### config.mk
export PLATFORM = sky130hd
export DESIGN_NAME = adc_sequencer
export DESIGN_NICKNAME = d
export VERILOG_FILES = /design/src/rtl/adc_sequencer.sv
export SDC_FILE = /design/constraint.sdc
export NUM_CORES = 1
export LEC_CHECK = 0
export CAP_MARGIN = 20
export CORE_MARGIN = 2
export CORE_UTILIZATION = 56
export CTS_CLUSTER_DIAMETER = 50
export DETAILED_ROUTE_END_ITERATION = 16
export HOLD_SLACK_MARGIN = 0.1
export PLACE_DENSITY = 0.87
export SLEW_MARGIN = 25
export SYNTH_ARGS = -nofsm -noshare
export SYNTH_HDL_FRONTEND = slang
export SYNTH_SLANG_ARGS = --single-unit
export TNS_END_PERCENT = 5
### constraint.sdc
create_clock -name clk -period 4.02 [get_ports clk]
set_input_delay 0.603 -clock clk [delete_from_list [all_inputs] [get_ports clk]]
set_output_delay 0.603 -clock clk [all_outputs]
set_load 0.01 [all_outputs]
### src/rtl/adc_sequencer.sv
// adc_sequencer: multi-channel conversion scheduler for the SAR ADC controller.
// Walks the enabled mux channels: settle (ADC held in reset), convert, capture.
// Captured results are queued with their channel tag in a small FIFO.
// Optional feature macro: ADC_SEQ_WATCHDOG_EN (CONVERT watchdog, sticky timeout).
//
// Result handshake: an entry transfers on a rising clk edge where out_valid and
// out_ready are both high; out_valid never depends on out_ready, and the head
// entry (out_data/out_channel) stays stable until it has transferred.
module adc_sequencer #(
  parameter int MATRIX_BITS   = 12,
  parameter int NUM_CHANNELS  = 4,
  parameter int CH_BITS       = 2,
  parameter int FIFO_DEPTH    = 4,
  parameter int SETTLE_CYCLES = 2,
  parameter int WDOG_CYCLES   = 255
) (
  input  logic                      clk,
  input  logic                      rst,
  input  logic                      start,
  input  logic                      continuous,
  input  logic [NUM_CHANNELS-1:0]   channel_mask,
  input  logic [3*NUM_CHANNELS-1:0] avg_cfg,
  input  logic                      adc_conv_finished,
  input  logic [MATRIX_BITS-1:0]    adc_result,
  output logic                      adc_rst_n,
  output logic [2:0]                adc_avg_control,
  output logic [CH_BITS-1:0]        mux_sel,
  output logic                      busy,
  output logic                      out_valid,
  input  logic                      out_ready,
  output logic [MATRIX_BITS-1:0]    out_data,
  output logic [CH_BITS-1:0]        out_channel,
  output logic                      overflow,
  output logic                      timeout
);

  localparam int PTR_BITS = (FIFO_DEPTH > 1) ? $clog2(FIFO_DEPTH) : 1;
  localparam int SET_BITS = (SETTLE_CYCLES > 1) ? $clog2(SETTLE_CYCLES) : 1;

  typedef enum logic [1:0] {IDLE, SETTLE, CONVERT} state_t;

  state_t                    state, state_next;
  logic [NUM_CHANNELS-1:0]   scan_mask;
  logic [SET_BITS-1:0]       settle_cnt;
  logic                      seen_low;
  logic                      capture;
  logic                      wd_expire;
  logic                      load_ch;
  logic                      relatch;
  logic [CH_BITS-1:0]        new_ch;
  logic [CH_BITS:0]          next_hit;
  logic [CH_BITS:0]          first_hit;
  logic                      adc_rst_n_next;
  logic [CH_BITS-1:0]        mux_next;
  logic [2:0]                avg_next;

  logic [MATRIX_BITS+CH_BITS-1:0] mem [FIFO_DEPTH];
  logic [PTR_BITS-1:0]       wr_ptr, rd_ptr;
  logic [PTR_BITS:0]         count;
  logic                      full, pop, do_push;

  // Lowest set bit of m at index lo or above; returns {found, index}.
  function automatic logic [CH_BITS:0] find_from(input logic [NUM_CHANNELS-1:0] m,
                                                 input int lo);
    logic [CH_BITS:0] r;
    r = '0;
    for (int i = NUM_CHANNELS - 1; i >= 0; i--) begin
      if (m[i] && (i >= lo)) r = {1'b1, CH_BITS'(i)};
    end
    return r;
  endfunction

  assign capture   = (state == CONVERT) && adc_conv_finished && seen_low;
  assign next_hit  = find_from(scan_mask, int'(mux_sel) + 1);
  assign first_hit = find_from(channel_mask, 0);

  // State register.
  always_ff @(posedge clk) begin
    if (rst) state <= IDLE;
    else     state <= state_next;
  end

  // Next-state logic, including which channel (if any) to load into SETTLE.
  always_comb begin
    state_next = state;
    load_ch    = 1'b0;
    relatch    = 1'b0;
    new_ch     = '0;
    case (state)
      IDLE: begin
        if (start && first_hit[CH_BITS]) begin
          state_next = SETTLE;
          load_ch    = 1'b1;
          relatch    = 1'b1;
          new_ch     = first_hit[CH_BITS-1:0];
        end
      end
      SETTLE: begin
        if (settle_cnt == SET_BITS'(SETTLE_CYCLES - 1)) state_next = CONVERT;
      end
      CONVERT: begin
        if (capture) begin
          if (next_hit[CH_BITS]) begin
            state_next = SETTLE;
            load_ch    = 1'b1;
            new_ch     = next_hit[CH_BITS-1:0];
          end else if (continuous && first_hit[CH_BITS]) begin
            state_next = SETTLE;
            load_ch    = 1'b1;
            relatch    = 1'b1;
            new_ch     = first_hit[CH_BITS-1:0];
          end else begin
            state_next = IDLE;
          end
        end else if (wd_expire) begin
          state_next = IDLE;
        end
      end
      default: state_next = IDLE;
    endcase
  end

  // Output logic: next values of the registered ADC/mux controls, plus busy.
  always_comb begin
    adc_rst_n_next = (state_next == CONVERT);
    mux_next       = mux_sel;
    avg_next       = adc_avg_control;
    busy           = (state != IDLE);
    if (load_ch) begin
      mux_next = new_ch;
      avg_next = avg_cfg[3*int'(new_ch) +: 3];
    end
  end

  // Registered ADC reset, averaging code and mux select.
  always_ff @(posedge clk) begin
    if (rst) begin
      adc_rst_n       <= 1'b0;
      mux_sel         <= '0;
      adc_avg_control <= '0;
    end else begin
      adc_rst_n       <= adc_rst_n_next;
      mux_sel         <= mux_next;
      adc_avg_control <= avg_next;
    end
  end

  // Scan bookkeeping: mask latch, settle counter, seen_low, sticky overflow.
  always_ff @(posedge clk) begin
    if (rst) begin
      scan_mask  <= '0;
      settle_cnt <= '0;
      seen_low   <= 1'b0;
      overflow   <= 1'b0;
    end else begin
      if (relatch) scan_mask <= channel_mask;
      settle_cnt <= (state == SETTLE && state_next == SETTLE) ? settle_cnt + 1'b1 : '0;
      seen_low   <= (state == CONVERT && state_next == CONVERT) &&
                    (seen_low || !adc_conv_finished);
      if (state == IDLE && load_ch)  overflow <= 1'b0;
      else if (capture && full && !pop) overflow <= 1'b1;
    end
  end

`ifdef ADC_SEQ_WATCHDOG_EN
  localparam int WD_BITS = ($clog2(WDOG_CYCLES + 1) > 8) ? $clog2(WDOG_CYCLES + 1) : 8;
  logic [WD_BITS-1:0] wd_cnt;

  assign wd_expire = (state == CONVERT) && !capture &&
                     (wd_cnt == WD_BITS'(WDOG_CYCLES - 1));

  // Watchdog counter runs only while waiting for a capture in CONVERT.
  always_ff @(posedge clk) begin
    if (rst || state != CONVERT || capture || wd_expire) wd_cnt <= '0;
    else                                                 wd_cnt <= wd_cnt + 1'b1;
  end

  // Sticky timeout, cleared when a new scan starts.
  always_ff @(posedge clk) begin
    if (rst)                        timeout <= 1'b0;
    else if (state == IDLE && load_ch) timeout <= 1'b0;
    else if (wd_expire)             timeout <= 1'b1;
  end
`else
  assign wd_expire = 1'b0;
  assign timeout   = 1'b0;
  // The watchdog limit only matters when the watchdog is built in.
  if (WDOG_CYCLES < 1) begin : g_wdog_limit_unused
  end
`endif

  assign full      = (count == (PTR_BITS+1)'(FIFO_DEPTH));
  assign out_valid = (count != '0);
  assign pop       = out_valid && out_ready;
  assign do_push   = capture && (!full || pop);
  assign out_data  = out_valid ? mem[rd_ptr][MATRIX_BITS-1:0] : '0;
  assign out_channel = out_valid ? mem[rd_ptr][MATRIX_BITS+CH_BITS-1:MATRIX_BITS] : '0;

  // FIFO pointers and occupancy; contents are discarded on reset.
  always_ff @(posedge clk) begin
    if (rst) begin
      wr_ptr <= '0;
      rd_ptr <= '0;
      count  <= '0;
    end else begin
      if (do_push) wr_ptr <= wr_ptr + 1'b1;
      if (pop)     rd_ptr <= rd_ptr + 1'b1;
      if (do_push && !pop)      count <= count + 1'b1;
      else if (!do_push && pop) count <= count - 1'b1;
    end
  end

  // FIFO storage write.
  always_ff @(posedge clk) begin
    if (do_push) mem[wr_ptr] <= {mux_sel, adc_result};
  end

endmodule
==> key figures <==
Outcome
  • Status: finished, final reports clean

Synth
  • Post-synth EDFFs: between 50 and 60
  • Asr flop ratio synth: 0%
  • Synthesized area: about 3300 µm²
  • Seq cells post-synth: 79
  • Netlist cell types: between 40 and 50
  • Post-Synth Simple-Gate Area: 9.940%
  • Most frequent cell after synthesis: edfxtp_1
  • Post-synthesis adder-cell area fraction: under 10%
  • Dominant synthesized flop cell: edfxtp_1
  • Top area cells in the synthesized netlist: edfxtp_1 50%, dfxtp_1 14%, mux4_2 9.5%, and2_1 3.6%, nor2_1 2.0%
  • Biggest area consumer among synthesized cells: edfxtp_1
  • Avg Inst Size Synth: approximately 15 µm²
  • Post-synth top area share: between 50% and 60%
  • Xor/xnor share of the synthesized area: 1.313%
  • Commonest cells post-synth: 56 x edfxtp_1, 23 x dfxtp_1, 19 x and2_1
  • Largest family of logic cells by synthesized area: multiplexers
  • Syn_nets: between 200 and 300
  • Syn Inst Count: about 230
  • Multiplexer share of the synthesized area: between 10% and 20%
  • Register area share after synthesis: between 60% and 70%
  • Ys Warns: 0
  • Synth Area in Compound Gates: under 10%

Place
  • Port-buffer cells: 56
  • Final GP Congestion: between 0.7 and 0.8
  • Hpwl dp: between 4000 and 5000 µm
  • Post-Place Cell Area: 3959 µm²

CTS
  • Skew-Pair Late Insertion Delay: around 0.34 ns
  • Longest Clk Path Bufs: 2
  • H-Tree Depth: 3
  • CTS tree: yes
  • Worst-path clk slew: ~0.080 ns
  • # Post-CTS Setup Buffers: 0
  • CTS Hold Bufs: 0
  • Cts bufs inserted: 9
  • Post_cts resized: 0
  • CTS sink cnt: 79
  • Clock Root Buffer: clkbuf_8

Min path
  • Hold endpoint: settle_cnt
  • Hold_sp: state[0]
  • Hold depth: 2
  • Worst hold path class: reg2reg

Drt
  • Post-Route WL: roughly 6400 µm
  • DR pass1 iterations: 4
  • Iter 0 DRT Violations: 79
  • Via Count: 2023
  • Post-detailed-route wirelength per cell: around 18 µm
  • Via density: 5.527
  • Post-route ant nets: 0
  • DR DRC count: 0

STA
  • Final hold vios: 0
  • Rel. slew slack: 46.78%
  • Setup TNS: 0 ns
  • Max Slew Vio Count: 0
  • Tcrit/Tclk final: between 70% and 80%
  • Clock skew: 0.008894 ns
  • Worst slew pin tran: just under 0.8 ns
  • Final setup vio count: 0
  • Tmin final: 3.132 ns
  • RSZ-0062 raised after global routing: false
  • Fmax achieved: between 0.3 and 0.4 GHz

Setup path
  • CP Class: reg2out
  • Worst path cell trace: buf_4, mux4_2, and2_1, clkdlybuf4s50_1
  • R2r startpoint: count[0]
  • Worst Path Arrival: about 2.5 ns
  • Kind of start point of the critical path: flop
  • Slowest CP cell: dfxtp_1
  • Crit path max fanout: 10
  • Reg-to-reg setup timing slack: ~1.4 ns
  • Worst reg2reg path depth: 8
  • Max incr delay on CP: between 0.7 and 0.8 ns
  • Reg2reg end: count[2]
  • Critical Path Sink Type: output pin
  • CP required: between 3 and 4 ns

Floorplan
  • Die height: slightly above 80 µm
  • Core ar.: 5851 µm²
  • I/O pin count: 58
  • Placement row count: 28
  • DIE WIDTH: about 81 µm
  • Die area: approximately 6600 µm²
  • Starting Density: 57.01%

Cells and area
  • Antenna diodes: 0
  • Design area: between 4000 and 5000 µm²
  • Fraction of layout cells with a size suffix above 1: between 10% and 20%
  • Finished Core Util: 71.69%
  • Area growth from synthesis to layout: 25.73%
  • Fillers: between 300 and 400
  • Final layout net count: 326

Global route
  • GRT Total Usage: a little over a fifth
  • Vias in the first global route: 2010
  • Gr ovfl total: 0
  • First-pass GRT wire length: 9887 µm
  • Largest net degree at the start of global routing: 23
  • Initial antenna violation count: 0

Job
  • Max Cap Viol: 0

Power and ir drop
  • Max IR drop VDD: 0.0003155 V
  • Leak pwr: 1.454 nW
  • Pwr dens: about 550 nW/µm²
layout make-up:
| type | count | area, µm² | share of cell area (%) |
|---|---|---|---|
| well taps | 75 | 93.84 | 2.237 |
| clock inverters | 7 | 111.4 | 2.655 |
| inverters | 9 | 33.78 | 0.8055 |
| flip-flops and latches | 79 | 2142 | 51.07 |
| multi-input cells | 130 | 1121 | 26.73 |
| clock buffers | 9 | 123.9 | 2.953 |
| repair buffers | 57 | 568.0 | 13.54 |
critical path: cells and delay by family (launching register included):
family	cells	cell delay (ns)
buffers and inverters	2	0.76
and+or+nand+nor	1	0.17
DFF	1	0.75
muxes	1	0.51
kinds of logic (layout without fill, tap and decap cells):
| kind of cell | Yosys count | after routing |
|---|---|---|
| buffers and inverters | 18 | 82 |
| adders and majority gates | 6 | 6 |
| other | 1 | 1 |
| and+or+nand+nor | 62 | 62 |
| AOI/OAI and AO/OA | 33 | 33 |
| xor gates and xnor gates | 5 | 5 |
| muxes | 23 | 23 |
| DFF | 79 | 79 |
worst max path at each step:
stage / start / to / cells after the start
2_1_floorplan: adc_conv_finished / count[2] / 8
3_3_place_gp: adc_conv_finished / count[2] / 9
3_5_place_dp: adc_conv_finished / count[2] / 9
4_1_cts: flop / out_data[3] / 4
5_1_grt: flop / out_data[8] / 4
6_report: flop / out_data[3] / 4
state kept, by name (all words and copies together) (netlist names), 2 cells and up, named ones only:
register / flops
mem: 56
mux_sel: 2
rd_ptr: 2
wr_ptr: 2
count: 3
adc_avg_control: 3
state: 2
scan_mask: 3
per-layer routing:
metal	vias to the layer above	wire [µm]	track usage (%)
met5	-	0	0
met4	0	133	9.492
met3	12	186	4.111
met2	44	3407	36.61
met1	1008	2701	25.09
li1	959	-	-
cell usage in the layout, fill, tap and decap left out, drive strengths merged, types with 2 or more instances in the layout:
cell | synthesis | routed
nand2b | 2 | 2
nand3 | 2 | 2
a21oi | 13 | 13
mux2i | 6 | 6
mux4 | 14 | 14
mux2 | 3 | 3
nor2 | 18 | 18
dfxtp | 23 | 23
edfxtp | 56 | 56
clkbuf | 7 | 9
clkdlybuf4s50 | 0 | 56
xor2 | 4 | 4
or2 | 2 | 2
inv | 9 | 9
ha | 5 | 5
and2 | 19 | 19
nand2 | 7 | 7
nor2b | 3 | 3
o31ai | 2 | 2
o211a | 3 | 3
or3 | 2 | 2
a21o | 3 | 3
a31o | 3 | 3
nor3 | 3 | 3
bufinv | 0 | 3
clkinv | 0 | 3
per-stage QoR:
stage | hold WS (ns) | cells | worst slack (ns) | power, mW
6_report | 0.5148 | 366 | 0.8883 | 2.313
5_1_grt | 0.5421 | 366 | 0.7278 | 2.407
4_1_cts | 0.5123 | 366 | 0.8299 | 2.335
3_5_place_dp | 0.4996 | 350 | 0.9951 | 1.654
3_3_place_gp | 0.4812 | 350 | 1.077 | 1.634
2_1_floorplan | 0.4614 | 227 | 1.732 | 1.340
report_power, final:
part           switching, mW  total [mW]  internal, mW
sequential            0.0619       0.966         0.904
clock                  0.274       0.682         0.408
combinational          0.278       0.665         0.387
Note: power is estimated with default switching activity, not from simulation.
